==> src/rtl/abft_pkg.sv <==
// abft_pkg: shared definitions for the ABFT checksum-check path.
//   - default tile geometry and checksum width
//   - FSM state enum plus fixed 3-bit state constants
//   - result record handed to the fault-handling logic
package abft_pkg;

  localparam int ARRAY_SIZE = 4;
  localparam int ADDR_W     = 2;
  localparam int Z_BITS     = 28;

  typedef enum logic [2:0] {
    IDLE     = 3'd0,
    CLASSIFY = 3'd1,
    SEARCH   = 3'd2,
    ZCHK     = 3'd3,
    REPORT   = 3'd4
  } state_e;

  // Fixed encodings so the state register can stay a plain logic vector.
  localparam logic [2:0] ST_IDLE     = IDLE;
  localparam logic [2:0] ST_CLASSIFY = CLASSIFY;
  localparam logic [2:0] ST_SEARCH   = SEARCH;
  localparam logic [2:0] ST_ZCHK     = ZCHK;
  localparam logic [2:0] ST_REPORT   = REPORT;

  typedef struct packed {
    logic              detected;
    logic              correctable;
    logic [ADDR_W-1:0] row;
    logic [ADDR_W-1:0] col;
    logic [Z_BITS-1:0] mag;
  } result_t;

endpackage

==> src/rtl/wxyz_check_nxn_if.sv <==
// wxyz_check_nxn_if: tile checksum input strobe and per-tile result record.
//   master: drives acc_valid, *_acc, *_ref; observes ready/dropped/done/err_*
//   slave : the checker itself
interface wxyz_check_nxn_if
  import abft_pkg::*;
#(
  parameter int addressWidth = ADDR_W,
  parameter int zBits        = Z_BITS
);
  logic                    acc_valid;
  logic [zBits-1:0]        w_acc;
  logic [zBits-1:0]        x_acc;
  logic [zBits-1:0]        y_acc;
  logic [zBits-1:0]        z_acc;
  logic [zBits-1:0]        w_ref;
  logic [zBits-1:0]        x_ref;
  logic [zBits-1:0]        y_ref;
  logic [zBits-1:0]        z_ref;
  logic                    ready;
  logic                    dropped;
  logic                    done;
  logic                    err_detected;
  logic                    err_correctable;
  logic [addressWidth-1:0] err_row;
  logic [addressWidth-1:0] err_col;
  logic [zBits-1:0]        err_mag;

  modport master (
    output acc_valid, w_acc, x_acc, y_acc, z_acc, w_ref, x_ref, y_ref, z_ref,
    input  ready, dropped, done, err_detected, err_correctable,
           err_row, err_col, err_mag
  );

  modport slave (
    input  acc_valid, w_acc, x_acc, y_acc, z_acc, w_ref, x_ref, y_ref, z_ref,
    output ready, dropped, done, err_detected, err_correctable,
           err_row, err_col, err_mag
  );
endinterface

==> src/rtl/dff.sv <==
// dff: W-bit register with synchronous active-high reset to zero.
//   clk, rst : clock, synchronous reset
//   d / q    : next value / registered value
module dff #(
  parameter int W = 1
) (
  input  logic         clk,
  input  logic         rst,
  input  logic [W-1:0] d,
  output logic [W-1:0] q
);
  always_ff @(posedge clk) begin
    if (rst) q <= '0;
    else     q <= d;
  end
endmodule

==> src/rtl/wxyz_match_search.sv <==
// wxyz_match_search: running-sum comparator. While en_i is high the sum
// steps by step_i each cycle (sum = step*k); the first k whose sum equals
// target_i is latched.
//   clear_i        : zero the sum and forget any hit (wins over en_i)
//   en_i, k_i      : advance this cycle, current index
//   step_i         : increment per cycle
//   target_i       : value to match
//   sum_o          : current running sum (step*k)
//   hit_o, idx_o   : hit/index including this cycle's compare
module wxyz_match_search #(
  parameter int addressWidth = 2,
  parameter int zBits        = 28
) (
  input  logic                    clk,
  input  logic                    rst,
  input  logic                    clear_i,
  input  logic                    en_i,
  input  logic [zBits-1:0]        step_i,
  input  logic [zBits-1:0]        target_i,
  input  logic [addressWidth-1:0] k_i,
  output logic [zBits-1:0]        sum_o,
  output logic                    hit_o,
  output logic [addressWidth-1:0] idx_o
);
  logic [zBits-1:0]        sum_q, sum_d;
  logic                    found_q, found_d;
  logic [addressWidth-1:0] idx_q, idx_d;
  logic                    match;

  assign match = en_i && !found_q && (sum_q == target_i);
  assign hit_o = found_q | match;
  assign idx_o = match ? k_i : idx_q;
  assign sum_o = sum_q;

  always_comb begin
    sum_d   = sum_q;
    found_d = hit_o;
    idx_d   = idx_o;
    if (clear_i) begin
      sum_d   = '0;
      found_d = 1'b0;
      idx_d   = '0;
    end else if (en_i) begin
      sum_d = sum_q + step_i;
    end
  end

  dff #(.W(zBits))        u_sum   (.clk(clk), .rst(rst), .d(sum_d),   .q(sum_q));
  dff #(.W(1))            u_found (.clk(clk), .rst(rst), .d(found_d), .q(found_q));
  dff #(.W(addressWidth)) u_idx   (.clk(clk), .rst(rst), .d(idx_d),   .q(idx_q));
endmodule

==> src/rtl/wxyz_check_nxn.sv <==
// wxyz_check_nxn: ABFT tile checker. Forms syndromes s = acc - ref for the
// w/x/y/z checksums of one NxN tile, detects a fault, locates a single bad
// element by sequential search (no multipliers) and reports one record.
//   clk, rst : clock, synchronous active-high reset
//   bus      : slave side of wxyz_check_nxn_if (strobe in, result out)
// Result widths follow abft_pkg::result_t, so addressWidth/zBits must match
// the package values.
//
// state    | meaning
// ---------+-----------------------------------------------------------
// IDLE     | ready; syndromes captured on acc_valid
// CLASSIFY | clean tile, s_w==0 fault, or start the search
// SEARCH   | k=0..N-1, find first k with s_w*k == s_x (row), == s_y (col)
// ZCHK     | k=0..N-1, at k==col check s_x*k == s_z
// REPORT   | done pulse, result record valid
module wxyz_check_nxn
  import abft_pkg::*;
#(
  parameter int arraySize    = ARRAY_SIZE,
  parameter int addressWidth = ADDR_W,
  parameter int zBits        = Z_BITS
) (
  input  logic             clk,
  input  logic             rst,
  wxyz_check_nxn_if.slave  bus
);
  localparam logic [addressWidth-1:0] K_LAST = addressWidth'(arraySize - 1);

  logic [2:0]              state_q, state_d;
  logic [addressWidth-1:0] k_q, k_d;
  logic [zBits-1:0]        s_w_q, s_w_d, s_x_q, s_x_d, s_y_q, s_y_d, s_z_q, s_z_d;
  logic [addressWidth-1:0] row_q, row_d, col_q, col_d;
  logic                    z_bad_q, z_bad_d;
  logic                    done_q, done_d;
  logic                    dropped_q, dropped_d;
  result_t                 res_q, res_d;

  logic                    clr_srch;
  logic                    row_en, col_en;
  logic [zBits-1:0]        row_step;
  logic [zBits-1:0]        row_sum, col_sum;
  logic                    row_hit, col_hit;
  logic [addressWidth-1:0] row_idx, col_idx;
  logic                    k_last;

  assign k_last = (k_q == K_LAST);
  assign row_en = (state_q == ST_SEARCH) || (state_q == ST_ZCHK);
  assign col_en = (state_q == ST_SEARCH);
  // The row instance becomes the s_x*k generator during ZCHK.
  assign row_step = (state_q == ST_ZCHK) ? s_x_q : s_w_q;

  wxyz_match_search #(.addressWidth(addressWidth), .zBits(zBits)) u_row (
    .clk(clk), .rst(rst), .clear_i(clr_srch), .en_i(row_en),
    .step_i(row_step), .target_i(s_x_q), .k_i(k_q),
    .sum_o(row_sum), .hit_o(row_hit), .idx_o(row_idx)
  );

  wxyz_match_search #(.addressWidth(addressWidth), .zBits(zBits)) u_col (
    .clk(clk), .rst(rst), .clear_i(clr_srch), .en_i(col_en),
    .step_i(s_w_q), .target_i(s_y_q), .k_i(k_q),
    .sum_o(col_sum), .hit_o(col_hit), .idx_o(col_idx)
  );

  always_comb begin
    state_d   = state_q;
    k_d       = k_q;
    s_w_d     = s_w_q;
    s_x_d     = s_x_q;
    s_y_d     = s_y_q;
    s_z_d     = s_z_q;
    row_d     = row_q;
    col_d     = col_q;
    z_bad_d   = z_bad_q;
    res_d     = res_q;
    done_d    = 1'b0;
    clr_srch  = 1'b0;
    dropped_d = bus.acc_valid && (state_q != ST_IDLE);

    case (state_q)
      ST_IDLE: begin
        if (bus.acc_valid) begin
          s_w_d   = bus.w_acc - bus.w_ref;
          s_x_d   = bus.x_acc - bus.x_ref;
          s_y_d   = bus.y_acc - bus.y_ref;
          s_z_d   = bus.z_acc - bus.z_ref;
          state_d = ST_CLASSIFY;
        end
      end

      ST_CLASSIFY: begin
        k_d      = '0;
        z_bad_d  = 1'b0;
        clr_srch = 1'b1;
        if (s_w_q == '0) begin
          // Covers both the clean tile and the unlocatable s_w==0 fault.
          res_d.detected    = (s_x_q != '0) || (s_y_q != '0) || (s_z_q != '0);
          res_d.correctable = 1'b0;
          res_d.row         = '0;
          res_d.col         = '0;
          res_d.mag         = s_w_q;
          done_d            = 1'b1;
          state_d           = ST_REPORT;
        end else begin
          state_d = ST_SEARCH;
        end
      end

      ST_SEARCH: begin
        k_d = k_last ? '0 : k_q + addressWidth'(1);
        if (k_last) begin
          row_d = row_idx;
          col_d = col_idx;
          if (row_hit && col_hit) begin
            clr_srch = 1'b1;
            state_d  = ST_ZCHK;
          end else begin
            res_d.detected    = 1'b1;
            res_d.correctable = 1'b0;
            res_d.row         = '0;
            res_d.col         = '0;
            res_d.mag         = s_w_q;
            done_d            = 1'b1;
            state_d           = ST_REPORT;
          end
        end
      end

      ST_ZCHK: begin
        k_d = k_last ? '0 : k_q + addressWidth'(1);
        if ((k_q == col_q) && (row_sum != s_z_q)) z_bad_d = 1'b1;
        if (k_last) begin
          res_d.detected    = 1'b1;
          res_d.correctable = !z_bad_d;
          res_d.row         = z_bad_d ? '0 : row_q;
          res_d.col         = z_bad_d ? '0 : col_q;
          res_d.mag         = s_w_q;
          done_d            = 1'b1;
          state_d           = ST_REPORT;
        end
      end

      ST_REPORT: state_d = ST_IDLE;

      default: state_d = ST_IDLE;
    endcase
  end

  dff #(.W(3))               u_state   (.clk(clk), .rst(rst), .d(state_d),   .q(state_q));
  dff #(.W(addressWidth))    u_k       (.clk(clk), .rst(rst), .d(k_d),       .q(k_q));
  dff #(.W(zBits))           u_s_w     (.clk(clk), .rst(rst), .d(s_w_d),     .q(s_w_q));
  dff #(.W(zBits))           u_s_x     (.clk(clk), .rst(rst), .d(s_x_d),     .q(s_x_q));
  dff #(.W(zBits))           u_s_y     (.clk(clk), .rst(rst), .d(s_y_d),     .q(s_y_q));
  dff #(.W(zBits))           u_s_z     (.clk(clk), .rst(rst), .d(s_z_d),     .q(s_z_q));
  dff #(.W(addressWidth))    u_row_q   (.clk(clk), .rst(rst), .d(row_d),     .q(row_q));
  dff #(.W(addressWidth))    u_col_q   (.clk(clk), .rst(rst), .d(col_d),     .q(col_q));
  dff #(.W(1))               u_z_bad   (.clk(clk), .rst(rst), .d(z_bad_d),   .q(z_bad_q));
  dff #(.W(1))               u_done    (.clk(clk), .rst(rst), .d(done_d),    .q(done_q));
  dff #(.W(1))               u_dropped (.clk(clk), .rst(rst), .d(dropped_d), .q(dropped_q));
  dff #(.W($bits(result_t))) u_res     (.clk(clk), .rst(rst), .d(res_d),     .q(res_q));

  assign bus.ready           = (state_q == ST_IDLE);
  assign bus.dropped         = dropped_q;
  assign bus.done            = done_q;
  assign bus.err_detected    = res_q.detected;
  assign bus.err_correctable = res_q.correctable;
  assign bus.err_row         = res_q.row;
  assign bus.err_col         = res_q.col;
  assign bus.err_mag         = res_q.mag;
endmodule

==> src/flat_wrapper.sv <==
// flat-port wrapper written by rule: the top's interface ports become plain ports
module wxyz_check_nxn_flat import abft_pkg::*;
#(
  parameter int arraySize    = ARRAY_SIZE,
  parameter int addressWidth = ADDR_W,
  parameter int zBits        = Z_BITS
)
  (clk, rst, bus_acc_valid, bus_w_acc, bus_x_acc, bus_y_acc, bus_z_acc, bus_w_ref, bus_x_ref, bus_y_ref, bus_z_ref, bus_ready, bus_dropped, bus_done, bus_err_detected, bus_err_correctable, bus_err_row, bus_err_col, bus_err_mag);
  wxyz_check_nxn_if #(.addressWidth(addressWidth), .zBits(zBits)) bus_i ();
  input  logic clk;
  input  logic rst;
  input wire logic [$bits(bus_i.acc_valid)-1:0] bus_acc_valid;
  input wire logic [$bits(bus_i.w_acc)-1:0] bus_w_acc;
  input wire logic [$bits(bus_i.x_acc)-1:0] bus_x_acc;
  input wire logic [$bits(bus_i.y_acc)-1:0] bus_y_acc;
  input wire logic [$bits(bus_i.z_acc)-1:0] bus_z_acc;
  input wire logic [$bits(bus_i.w_ref)-1:0] bus_w_ref;
  input wire logic [$bits(bus_i.x_ref)-1:0] bus_x_ref;
  input wire logic [$bits(bus_i.y_ref)-1:0] bus_y_ref;
  input wire logic [$bits(bus_i.z_ref)-1:0] bus_z_ref;
  output wire logic [$bits(bus_i.ready)-1:0] bus_ready;
  output wire logic [$bits(bus_i.dropped)-1:0] bus_dropped;
  output wire logic [$bits(bus_i.done)-1:0] bus_done;
  output wire logic [$bits(bus_i.err_detected)-1:0] bus_err_detected;
  output wire logic [$bits(bus_i.err_correctable)-1:0] bus_err_correctable;
  output wire logic [$bits(bus_i.err_row)-1:0] bus_err_row;
  output wire logic [$bits(bus_i.err_col)-1:0] bus_err_col;
  output wire logic [$bits(bus_i.err_mag)-1:0] bus_err_mag;
  assign bus_i.acc_valid = bus_acc_valid;
  assign bus_i.w_acc = bus_w_acc;
  assign bus_i.x_acc = bus_x_acc;
  assign bus_i.y_acc = bus_y_acc;
  assign bus_i.z_acc = bus_z_acc;
  assign bus_i.w_ref = bus_w_ref;
  assign bus_i.x_ref = bus_x_ref;
  assign bus_i.y_ref = bus_y_ref;
  assign bus_i.z_ref = bus_z_ref;
  assign bus_ready = bus_i.ready;
  assign bus_dropped = bus_i.dropped;
  assign bus_done = bus_i.done;
  assign bus_err_detected = bus_i.err_detected;
  assign bus_err_correctable = bus_i.err_correctable;
  assign bus_err_row = bus_i.err_row;
  assign bus_err_col = bus_i.err_col;
  assign bus_err_mag = bus_i.err_mag;
  wxyz_check_nxn #(.arraySize(arraySize), .addressWidth(addressWidth), .zBits(zBits)) u_core (.clk(clk), .rst(rst), .bus(bus_i));
endmodule
==> config.mk <==
export PLATFORM = sky130hd
export DESIGN_NAME = wxyz_check_nxn_flat
export DESIGN_NICKNAME = d
export VERILOG_FILES = /design/src/rtl/abft_pkg.sv /design/src/rtl/wxyz_check_nxn_if.sv /design/src/rtl/dff.sv /design/src/rtl/wxyz_match_search.sv /design/src/rtl/wxyz_check_nxn.sv /design/src/flat_wrapper.sv
export SDC_FILE = /design/constraint.sdc
export NUM_CORES = 1
export LEC_CHECK = 0
export BUFFER_PORTS_ARGS = -buffer_cell sky130_fd_sc_hd__buf_2
export CAP_MARGIN = 0
export CORE_UTILIZATION = 50
export CTS_CLUSTER_SIZE = 10
export DETAILED_ROUTE_END_ITERATION = 6
export GPL_TIMING_DRIVEN = 0
export PLACE_DENSITY = 0.72
export SKIP_LAST_GASP = 1
export SLEW_MARGIN = 20
export SYNTH_ARGS = -nofsm -noshare
export SYNTH_HDL_FRONTEND = slang
export SYNTH_SLANG_ARGS = --single-unit
==> constraint.sdc <==
create_clock -name clk -period 6.1 [get_ports clk]
set_clock_uncertainty 0.2 [all_clocks]
set_input_delay 0.915 -clock clk [delete_from_list [all_inputs] [get_ports clk]]
set_output_delay 0.915 -clock clk [all_outputs]
set_load 0.01 [all_outputs]
* Yosys cells after proc, flatten, opt, wreduce, memory -nomap -nowiden
Cells that the tools add are included.
Cells by class: add/subtract/negate cells 7, eq/ne operators 13, muxes and demuxes 29, bitwise gates (word level) 2, reductions and logical operators 28
Operator list (number):
- 34-bit two-way mux | 4
- 28-bit subtractor | 4
- 34-bit one-hot mux with 3 select lines | 1
- 28-bit nonzero test | 3
- 28-bit adder | 2
- 28-bit equality test | 2
- 28-bit zero test | 1
- 28-bit two-way mux | 1
- 28-bit inequality test | 1
- 3-bit two-way mux | 5
- 3-bit one-hot mux with 4 select lines | 1
- 2-bit two-way mux | 5
- 1-bit two-way mux | 8
- 1-bit logical AND | 7
- 3-bit by 2-bit equality test with 1-bit output, second input constant | 2
- 2-bit by 1-bit inequality test with 1-bit output, second input constant | 3
- 3-bit nonzero test | 2
- 5-bit AND reduction | 1
- 2-bit inequality test, second input constant | 2
- 1-bit one-hot mux with 2 select lines | 2
- 2-bit one-hot mux with 2 select lines | 1
- 2-bit AND reduction | 2
- 2-bit nonzero test | 2
- 2-bit OR reduction | 2
- other kinds (10) | 15
Word-level totals: bits in registers 220, input port bits 227, output and inout port bits 37, logic and storage cells 97

* Depth between registers and ports, before layout
word-level depth 10, depth in mapped cells 18, mapped depth without buffers 15

* Hierarchy
A second synthesis with hierarchy kept.
Second synthesis, totals: cell total of the unflattened synthesis 2464, area total of the unflattened synthesis 19621.3 um2
Modules (own cells, without submodules):
- wxyz_check_nxn | times used 1, cells an instance 1359, area each 8852.2 um2, sequential area each 0.0 um2
- dff at u_core.u_col.u_sum ... | times used 6, cells an instance 58, area each 778.2 um2, sequential area each 560.5 um2
- wxyz_match_search | times used 2, cells an instance 325, area each 2326.0 um2, sequential area each 0.0 um2
- dff at u_core.u_res | times used 1, cells an instance 71, area each 937.1 um2, sequential area each 680.7 um2
- dff at u_core.u_col.u_idx ... | times used 5, cells an instance 4, area each 52.6 um2, sequential area each 40.0 um2
- dff at u_core.u_col.u_found ... | times used 5, cells an instance 2, area each 33.8 um2, sequential area each 20.0 um2
- dff at u_core.u_state | times used 1, cells an instance 6, area each 78.8 um2, sequential area each 60.1 um2

* Least setup slack after synthesis
OpenSTA, ideal clock, no wires.
path kind register to register, start point register u_core.u_state.q[2], end point register u_core.u_row.u_sum.q[16], library setup time 0.074 ns, arrival time 3.778 ns, required time 5.826 ns, slack 2.048 ns, stages on the path, launching flop included 19, period minus slack after synthesis 4.052 ns, cells stage by stage dfxtp_1 clkbuf_1 nor2b_1 nand2_1 clkbuf_1 buf_1 mux2_2 ha_1 inv_1 fa_1 nor2b_1 o21ai_1 a21oi_1 o31a_1 o211ai_1 a21oi_2 a21oi_1 or3_1 a31oi_1
Between the ends: word-level cells in the longest chain between the ends 10
Ends and longest elaborated chain:
- start: declaration | line dff.sv:10 | output logic [W-1:0] q
- start signal: assignment | line dff.sv:13 | if (rst) q <= '0;
- start signal: assignment | line dff.sv:14 | else q <= d;
- parallel branches: the longest is 10 deep, another holds 28-bit adder
- end signal: assignment | line dff.sv:13
- end signal: assignment | line dff.sv:14
- end: declaration | line dff.sv:10
Parallel ways; which one is timed is not known. A chain may end at the register's enable or synchronous reset.

* Final worst setup path
Ends and elaborated chain as after synthesis.

==> metrics.cfg <==
[critical_path]
worst-path-max-fanout = 10
r2r_setup_slack_ps = 630
start_kind = flip-flop
ff2ff_path_depth = 18
cp-end-kind = flip-flop
crit_arrival_ps = 5730
setup.worst_path.class = reg -> reg
r2r_end = u_core.u_row.u_sum.q[16]$_SDFFE_PP0N_
worstPathRequired_ps = 6350
reg2reg_from = u_core.u_state.q[2]$_SDFFE_PP0P_

[die]
num_rows = 68
io_pins = 264
die-area_mm2 = 0.03622
core_mm2 = 0.03471
die-height_um = 190.3
fp.dieW_um = 190.3
start_util_pct = 51.08

[outcome]
run_status = finished, final reports clean

[grt]
antenna_found_initial = 2
grt_pass1_wl_mm = 96.11
first_global_vias = 16880
grt_max_degree = 13
gr-usage-all-layers_pct = 34.22
overflow = 0

[detailed_routing]
drc = 0
route.antenna.remaining_nets = 0
totalWireLength_mm = 63.45
routed_via_density = 5.983
first_pass_iters = 6
drtIter0Drc = 1584
routedWlPerCell_um = 20.82
vias = 18230

[clock_network]
postCtsSetupBuffers = 0
cts_root_buf = clkbuf_16
cts_tree = built
cts-hold-fix-buffers = 0
clk_pin_slew_ps = 50
clock_sinks = 220
cts_buffers = 27
cts_max_level = 1
cts_resized = 0
cts_buffer_depth = 3
insertion_delay_ps = 540

[timing]
slew_headroom_pct = 32.67
min_period_over_period_pct = 89.71
fmax_ghz = 0.1827
rsz0062_at_grt = false
finalHoldViolCount = 0
fin_crit_ps = 5472
fin_setup_tns_ps = 0
tightest_slew_ps = 1010
final-max-slew-violation-count = 0
final-setup-viol-count = 0

[pwr]
peakVddDrop_uv = 168.2
power_leakage_nw = 9.670
power.density_mw_per_mm2 = 229.4

[min_path]
min_path_cells = 2
holdPathEnd = u_core.u_res.q[19]$_SDFFE_PP0P_
hp-start = u_core.u_res.q[19]$_SDFFE_PP0P_
worstHoldPathType = reg -> reg

[final_layout]
fin_nets = 2982
diodes = 0
area_growth_pct = 15.14
postLayoutCoreUtil_pct = 58.81
drive_gt1_share_pct = 14.35
nFillCells = 3303

[logic_synthesis]
synth-edff-count = 0
ys_ff_latch = 220
syn_avg_cell_area_um2 = 7.739
synth_top_family_by_area = compound AO/OA/AOI/OAI gates
async_reset_ff_share_pct = 0
synthSimpleGateAreaFrac_pct = 20.86
synth_cell_type_count = 83
synth_cells = 2291
synth_top_area_cell = dfxtp_1
synth_compound_area_share_pct = 22.78
ys_warn_count = 0
seq_area_frac_synth_pct = 24.84
muxShareOfSynthArea_pct = 4.537
synth_xor_area_share_pct = 9.287
synth_fp_nets = 2689
synthAdderAreaFrac_pct = 12.32
synthTopCellsByArea = dfxtp_1 25%, ha_1 12%, a21oi_1 6.1%, nand2_1 5.8%, xnor2_1 5.1%
yosys.area.top_type_share_pct = 24.84
syn_area_mm2 = 0.01773
synthFlopType = dfxtp_1

[place]
dp_hpwl_mm = 50.56
port_buffers = 263
routabilityCongestion = 0.9772

[run]
cap_violations = 0

[cells by family after synthesis]
kind of cell,Yosys count
flops,220
fa+ha+maj,171
xor+xnor,188
mux,77
compound gates,627
simple gates,772
buf+inv,236
[cell type report]
type	count	area, um^2	area share [%]
multi-input cells	1835	12370	60.61
inverters	145	544.3	2.666
repair buffers	264	1328	6.503
well taps	455	569.3	2.789
clock inverters	3	65.06	0.3187
clock buffers	34	721.9	3.536
flip-flops and latches	220	4404	21.57
plain buffers	91	409.1	2.004
[layout by cell type, fill, tap and decap left out, types with 43 or more instances in the layout]
cell,count
mux2i_1,50
xnor2_1,104
nor2_1,172
a21oi_1,216
buf_2,272
inv_1,145
o21ai_0,100
nor3_1,50
a21o_1,68
nand2_1,273
ha_1,165
dfxtp_1,220
clkbuf_1,76
nor4_1,43
xor2_1,84
nand3_1,60
[synthesized netlist by cell type (all sizes together) (22+ instances only)]
| library cell | instances |
|---|---|
| nand2 | 273 |
| dfxtp | 220 |
| a21oi | 218 |
| nor2 | 173 |
| ha | 165 |
| inv | 145 |
| o21ai | 112 |
| xnor2 | 104 |
| xor2 | 84 |
| clkbuf | 71 |
| a21o | 68 |
| nand3 | 60 |
| mux2i | 50 |
| nor3 | 50 |
| nor4 | 48 |
| a211oi | 44 |
| nand4 | 38 |
| a31oi | 34 |
| o21a | 33 |
| mux2 | 27 |
| or3 | 22 |
[registers in the layout, summed over array words and instances, names as in the netlist, 3 cells and up]
name	flops
u_core.u_res.q	34
u_core.u_s_w.q	28
u_core.u_row.u_sum.q	28
u_core.u_s_y.q	28
u_core.u_s_z.q	28
u_core.u_col.u_sum.q	28
u_core.u_s_x.q	28
u_core.u_state.q	3
[through the flow]
step / power [mW] / hold WS [ps] / setup slack (ps) / std cells / cell area [um^2]
after floorplan: 2.647 / 256.0 / 2048 / 2291 / 17730
after global placement: 3.127 / 267.9 / 895.5 / 3009 / 19620
after detailed placement: 3.153 / 279.5 / 785.8 / 3009 / 19620
after CTS: 4.649 / 290.6 / 788.9 / 3046 / 20400
after global routing: 4.887 / 313.1 / 383.1 / 3047 / 20410
final: 4.683 / 286.5 / 628.0 / 3047 / 20410
[layer usage]
metal  vias to the layer above  global-route usage (%)  share of wire [%]
met4                         0                   12.28                3.7
met5                         -                       0                  0
met2                       757                   54.85                 44
met1                      8552                   46.77                 44
met3                       129                   4.435                8.1
li1                       8793                       -                  -
[power by group]
part | leakage, nW | switching [mW] | internal (mW) | total [mW]
sequential | 1.79 | 0.220 | 1.54 | 1.76
combinational | 7.49 | 0.832 | 0.575 | 1.41
clock | 0.385 | 0.616 | 0.898 | 1.51
[worst max-delay path by stage]
stage                                                  to                        startpoint  slack (ps)  cells past startpoint
global route        u_core.u_row.u_sum.q[16]$_SDFFE_PP0N_  u_core.u_state.q[2]$_SDFFE_PP0P_         380                     18
finish              u_core.u_row.u_sum.q[16]$_SDFFE_PP0N_  u_core.u_state.q[2]$_SDFFE_PP0P_         630                     18
CTS                 u_core.u_row.u_sum.q[16]$_SDFFE_PP0N_  u_core.u_state.q[2]$_SDFFE_PP0P_         790                     18
detailed placement  u_core.u_row.u_sum.q[16]$_SDFFE_PP0N_  u_core.u_state.q[2]$_SDFFE_PP0P_         790                     18
global placement    u_core.u_row.u_sum.q[16]$_SDFFE_PP0N_  u_core.u_state.q[2]$_SDFFE_PP0P_         900                     18
floorplan           u_core.u_row.u_sum.q[16]$_SDFFE_PP0N_  u_core.u_state.q[2]$_SDFFE_PP0P_        2050                     18
[worst max-delay path, stage by stage, from the launching register on]
cell	delay (ps)
dfxtp_1	340
clkbuf_1	350
nor2b_1	180
nand2_1	110
clkbuf_1	500
buf_1	680
mux2_2	300
ha_1	200
inv_1	70
fa_1	410
nor2b_1	170
o21ai_1	100
a21oi_1	270
o31a_1	220
o211ai_1	170
a21oi_2	450
a21oi_1	170
or3_1	330
a31oi_1	160
(Power assumes the default switching activity.)
